$ cat config.mk
export PLATFORM = sky130hd
export DESIGN_NAME = io_dec_display
export DESIGN_NICKNAME = d
export VERILOG_FILES = /design/src/rtl/io_dec_display.sv
export SDC_FILE = /design/constraint.sdc
export NUM_CORES = 1
export LEC_CHECK = 0
export ABC_AREA = 1
export BUFFER_PORTS_ARGS = -buffer_cell sky130_fd_sc_hd__buf_2
export CELL_PAD_IN_SITES_DETAIL_PLACEMENT = 0
export CELL_PAD_IN_SITES_GLOBAL_PLACEMENT = 1
export CORE_MARGIN = 2
export CORE_UTILIZATION = 40
export CTS_CLUSTER_DIAMETER = 120
export DETAILED_ROUTE_END_ITERATION = 16
export PLACE_DENSITY = 0.74
export SYNTH_ARGS = -nofsm -noshare
export SYNTH_HDL_FRONTEND = slang
export SYNTH_SLANG_ARGS = --single-unit
$ cat constraint.sdc
create_clock -name clock -period 2.1 [get_ports clock]
set_input_delay 0.105 -clock clock [delete_from_list [all_inputs] [get_ports clock]]
set_output_delay 0.105 -clock clock [all_outputs]
set_load 0.005 [all_outputs]
$ cat src/rtl/io_dec_display.sv
// Display stage: binary to packed BCD via sequential double-dabble, then multiplexed
// common-anode seven-segment scan. Define DISP_LZB_EN to enable leading-zero blanking.
module io_dec_display #(
    parameter int unsigned W        = 16,
    parameter int unsigned D        = 5,
    parameter int unsigned SCAN_DIV = 50000
) (
    input  logic             clock,
    input  logic             clr,
    input  logic [W-1:0]     value,
    output logic             busy,
    output logic [4*D-1:0]   bcd,
    output logic [D-1:0]     an,
    output logic [6:0]       seg
);

    localparam int unsigned SR_W  = W + 4 * D;
    localparam int unsigned CNT_W = $clog2(W);
    localparam int unsigned DIV_W = $clog2(SCAN_DIV);
    localparam int unsigned IDX_W = (D > 1) ? $clog2(D) : 1;

    typedef enum logic [1:0] {
        S_IDLE,
        S_CONV,
        S_DONE
    } state_t;

    state_t             r_state;
    state_t             w_next_state;
    logic [SR_W-1:0]    r_sr;
    logic [SR_W-1:0]    w_adj;
    logic [SR_W-1:0]    w_shift;
    logic [W-1:0]       r_last_val;
    logic [CNT_W-1:0]   r_cnt;
    logic [4*D-1:0]     r_bcd;
    logic               r_busy;
    logic [DIV_W-1:0]   r_div;
    logic [IDX_W-1:0]   r_idx;
    logic [D-1:0]       r_an;
    logic [6:0]         r_seg;
    logic [3:0]         w_digit;
    logic               w_blank;
    logic [6:0]         w_seg;

    // Seven-segment decode, {g,f,e,d,c,b,a}, active-low; non-decimal nibbles blank
    function automatic logic [6:0] seg_decode(input logic [3:0] nib);
        logic [6:0] s;
        case (nib)
            4'd0:    s = 7'b1000000;
            4'd1:    s = 7'b1111001;
            4'd2:    s = 7'b0100100;
            4'd3:    s = 7'b0110000;
            4'd4:    s = 7'b0011001;
            4'd5:    s = 7'b0010010;
            4'd6:    s = 7'b0000010;
            4'd7:    s = 7'b1111000;
            4'd8:    s = 7'b0000000;
            4'd9:    s = 7'b0010000;
            default: s = 7'b1111111;
        endcase
        return s;
    endfunction

    // State register
    always_ff @(posedge clock) begin
        if (clr) begin
            r_state <= S_IDLE;
        end else begin
            r_state <= w_next_state;
        end
    end

    // Next-state logic
    always_comb begin
        w_next_state = r_state;
        case (r_state)
            S_IDLE: begin
                if (value != r_last_val) begin
                    w_next_state = S_CONV;
                end
            end
            S_CONV: begin
                if (r_cnt == CNT_W'(W - 1)) begin
                    w_next_state = S_DONE;
                end
            end
            S_DONE:  w_next_state = S_IDLE;
            default: w_next_state = S_IDLE;
        endcase
    end

    // One double-dabble step: add 3 to every BCD nibble >= 5, then shift left
    always_comb begin
        w_adj = r_sr;
        for (int i = 0; i < int'(D); i++) begin
            if (r_sr[W + 4*i +: 4] >= 4'd5) begin
                w_adj[W + 4*i +: 4] = r_sr[W + 4*i +: 4] + 4'd3;
            end
        end
        w_shift = w_adj << 1;
    end

    // Conversion datapath; bcd only updates in DONE so it never shows partial results
    always_ff @(posedge clock) begin
        if (clr) begin
            r_sr       <= '0;
            r_last_val <= '0;
            r_cnt      <= '0;
            r_bcd      <= '0;
            r_busy     <= 1'b0;
        end else begin
            r_busy <= (w_next_state != S_IDLE);
            case (r_state)
                S_IDLE: begin
                    if (value != r_last_val) begin
                        r_sr       <= {{(4*D){1'b0}}, value};
                        r_last_val <= value;
                        r_cnt      <= '0;
                    end
                end
                S_CONV: begin
                    r_sr  <= w_shift;
                    r_cnt <= r_cnt + CNT_W'(1);
                end
                S_DONE: begin
                    r_bcd <= r_sr[SR_W-1 -: 4*D];
                end
                default: ;
            endcase
        end
    end

    // Digit scan counters
    always_ff @(posedge clock) begin
        if (clr) begin
            r_div <= '0;
            r_idx <= '0;
        end else if (r_div == DIV_W'(SCAN_DIV - 1)) begin
            r_div <= '0;
            r_idx <= (r_idx == IDX_W'(D - 1)) ? '0 : r_idx + IDX_W'(1);
        end else begin
            r_div <= r_div + DIV_W'(1);
        end
    end

`ifdef DISP_LZB_EN
    logic [D-1:0] w_hi_zero;

    // w_hi_zero[i]: digit i and every digit above it are zero
    always_comb begin
        w_hi_zero        = '0;
        w_hi_zero[D-1]   = (r_bcd[4*(D-1) +: 4] == 4'd0);
        for (int i = int'(D) - 2; i >= 0; i--) begin
            w_hi_zero[i] = w_hi_zero[i+1] && (r_bcd[4*i +: 4] == 4'd0);
        end
    end
`endif

    // Select the active digit and decide whether it is blanked
    always_comb begin
        w_digit = 4'd0;
        w_blank = 1'b0;
        for (int i = 0; i < int'(D); i++) begin
            if (r_idx == IDX_W'(i)) begin
                w_digit = r_bcd[4*i +: 4];
`ifdef DISP_LZB_EN
                w_blank = (i != 0) && w_hi_zero[i];
`endif
            end
        end
        w_seg = w_blank ? 7'b1111111 : seg_decode(w_digit);
    end

    // Registered pin drivers, one clock behind idx/bcd
    always_ff @(posedge clock) begin
        if (clr) begin
            r_an  <= '1;
            r_seg <= 7'b1111111;
        end else begin
            r_an  <= ~(D'(1) << r_idx);
            r_seg <= w_seg;
        end
    end

    assign busy = r_busy;
    assign bcd  = r_bcd;
    assign an   = r_an;
    assign seg  = r_seg;

endmodule

==> flow_metrics.py <==
metrics = {
    "outcome": {
        "status": "finished, final reports clean",
    },
    "synthesis": {
        "synthCells": 777,
        "syn-num-nets": 813,
        "yosysWarnings": 0,
        "synth_cell_type_count": 27,
        "synth-seq-cells": 110,
        "syn_area_um2": 5330,
        "avgSynthCellArea_um2": 6.86,
        "seq_area_frac_synth": 0.413,
    },
    "cts": {
        "cts-hold-fix-buffers": 0,
        "cts_tree": "built",
        "clk_latency_ps": 350,
        "root_buffer": "clkbuf_16",
        "clock_path_buffers": 2,
        "clkTransAtPathRegs_ps": 70,
        "cts-buffers-inserted": 9,
        "post_cts_resized": 0,
        "cts_setup_buffers": 0,
        "h-tree-depth": 3,
        "cts.sinks": 110,
    },
    "timing": {
        "setup_viol": 0,
        "slew_violations": 0,
        "period_needed_ps": 1900,
        "fin_ws_ps": 201,
        "tightest_slew_ps": 706,
        "fin_tns_setup_ps": 0,
        "rsz0062_at_grt": "no",
        "finalCritPeriodShare": 0.904,
        "max_freq_mhz": 527,
        "hold_viol": 0,
        "finalClockSkew_ps": 7.64,
        "slew_headroom": 0.529,
    },
    "die": {
        "pin_count": 51,
        "core_um2": 13100,
        "chipWidth_um": 119,
        "rows": 42,
        "fp.dieArea_um2": 14300,
        "chipHeight_um": 119,
        "start_util": 0.406,
    },
    "pwr": {
        "pwr-share-comb": 0.081,
        "swShare": 0.245,
        "p_int_mw": 3.19,
        "p_seq_frac": 0.516,
        "leakagePower_nw": 2.56,
        "clock_power_share": 0.403,
        "power.switching_mw": 1.04,
        "power_density_nw_per_um2": 699,
        "ir_worst_vdd_mv": 0.349,
    },
    "detailed_routing": {
        "via_per_inst": 4.87,
        "drc": 0,
        "drtAntennaViolNets": 0,
        "dr_total_vias": 4860,
        "drt_iter0_markers": 289,
        "drt-total-wl_um": 11600,
        "wl_per_cell_um": 11.6,
        "firstDrtPassIters": 4,
    },
    "setup_path": {
        "worstPathRequired_ps": 2340,
        "critPathBufInv": 3,
        "crit_type": "reg -> reg",
        "worst_path_largest_cell_delay_ps": 340,
        "cp_max_fo": 5,
        "cp_slowest_cell": "dfxtp_2",
        "cp_top_family": "simple AND/OR/NAND/NOR gates",
        "crit_chain": "inv_1 -> ha_1 -> inv_1 -> nor2_2 -> nand2_1 -> nand3_1 -> nand2_1 -> nand2_1 -> nand2_1 -> ha_1 -> inv_1 -> nand2_1 -> nand2_1 -> nand2_1 -> nand2_1",
        "cp.arrival_ps": 2140,
        "worstSetupEndpointType": "register",
        "cpMostUsedCell": "nand2_1",
        "start_kind": "register",
    },
    "cells_and_area": {
        "antenna_cells": 0,
        "final_layout_size_suffix_gt1_frac": 0.129,
        "fillers": 1393,
        "area_delta_synth_final_pct": 13.6,
        "fin_area_um2": 6060,
        "final_nets": 853,
    },
    "placement": {
        "io_buffers": 50,
        "dpl_cell_area_um2": 5730,
        "post-place-ws_ps": 86.5,
        "gp_congestion": 0.853,
        "hpwlAfterDp_um": 8110,
    },
    "global_route": {
        "grt_overflow": 0,
        "grt_max_degree": 61,
        "grt_pass1_wl_um": 20100,
        "grt_usage": 0.172,
        "antenna_found_initial": 0,
        "grt_pass1_vias": 4407,
    },
    "job": {
        "maxCapViolCount": 0,
    },
    "hold_path": {
        "hold_class": "in -> reg",
    },
}
## cell families (layout without fill, tap and decap cells)
family	count (synthesis)	count (layout)	synth area share
simple gates	341	341	0.271
fa+ha+maj	18	18	0.0423
compound gates	167	167	0.158
xor+xnor	7	7	0.0115
buf+inv	134	179	0.105
flops	110	110	0.413
## layout make-up
cell class	instances	area [um^2]	share of cell area
clock buffers	10	229	0.0378
multi-input cells	533	2600	0.429
flip-flops and latches	110	2210	0.364
inverters	99	372	0.0614
repair buffers	64	368	0.0607
well taps	176	220	0.0364
clock inverters	6	62.6	0.0103
## placed cells by master, fill, tap and decap left out, types with 3 or more instances in the layout
master and instances:
dfxtp_2 3, o21ai_0 59, clkinvlp_4 3, dfxtp_1 107
clkbuf_16 9, nor3_1 8, inv_1 93, buf_4 13
nand3_1 80, a21oi_1 104, nor2_1 41, or2_2 4
inv_2 6, buf_2 50, ha_1 17, nand2_2 4
xor2_1 6, nor2_2 4, nand2_1 190, nand4_1 5
## path summary, 6_finish.rpt
| kind | from | to | slack (ps) | cells past startpoint |
|---|---|---|---|---|
| hold reg to reg | r_div[0] | r_div[0] | 450 | 1 |
| setup / recovery | r_idx[1] | seg[3] | 200 | 15 |
| setup reg to reg | r_idx[1] | seg[3] | 200 | 15 |
| hold / removal | value[12] | r_last_val[12] | 40 | 3 |
## power groups by stage
stage | combinational, mW | sequential (mW) | clock (mW)
after floorplan | 0.254 | 2.22 | 0
after global placement | 0.340 | 2.23 | 0
after detailed placement | 0.345 | 2.23 | 0
after CTS | 0.347 | 2.18 | 1.76
after global routing | 0.399 | 2.19 | 1.85
final | 0.343 | 2.18 | 1.70
## synth_stat cells
cell type  instances  area (um^2)
dfxtp_1          110         2200
a21oi_2            1         8.76
nand2_1          191          717
o21ai_1            2         10.0
a21oi_1          105          526
xnor2_1            1         8.76
nor3_2             1         10.0
inv_2              5         18.8
ha_1              18          225
nor4_1             1         6.26
o21ai_0           59          295
nor2_2             1         6.26
nand3_1           80          400
buf_2              5         25.0
inv_1             94          353
buf_1              2         7.51
xor2_1             6         52.6
nand2_4            1         11.3
buf_8              1         15.0
or2_0              1         6.26
or2_2              4         25.0
nand4_1            5         31.3
clkbuf_1          22         82.6
nand2_2            4         25.0
nor3_1             8         40.0
nor2_1            44          165
buf_6              5         56.3
## metrics by stage
stage          hold slack (ps)  power (mW)  utilization  cells
6_report                  42.9        4.23        0.461    998
3_3_place_gp               397        2.57        0.436    982
3_5_place_dp               403        2.58        0.436    982
4_1_cts                   31.0        4.29        0.459    998
5_1_grt                   42.2        4.44        0.461    998
2_1_floorplan              272        2.48            -    777
## state kept, by name, indices dropped and copies added, names as in the netlist
| name | flops |
|---|---|
| r_sr | 36 |
| r_cnt | 4 |
| r_div | 16 |
| seg | 7 |
| r_last_val | 16 |
| an | 5 |
| r_state | 2 |
| busy | 1 |
| r_idx | 3 |
| bcd | 20 |
## tightest hold or removal path, cell delays in order
cell and delay (ps):
buf_2 110, nand3_1 70, a21oi_1 60
## routing by layer
layer  routed length (um)  up-vias  global-route usage  part of all wire
met2                 5320       81               0.288              0.46
met4                  181        0              0.0603             0.016
li1                     -     2579                   -                 -
met3                  394       12              0.0297             0.034
met5                    0        -                   0                 0
met1                 5720     2188               0.223              0.49
(Power assumes the default switching activity.)
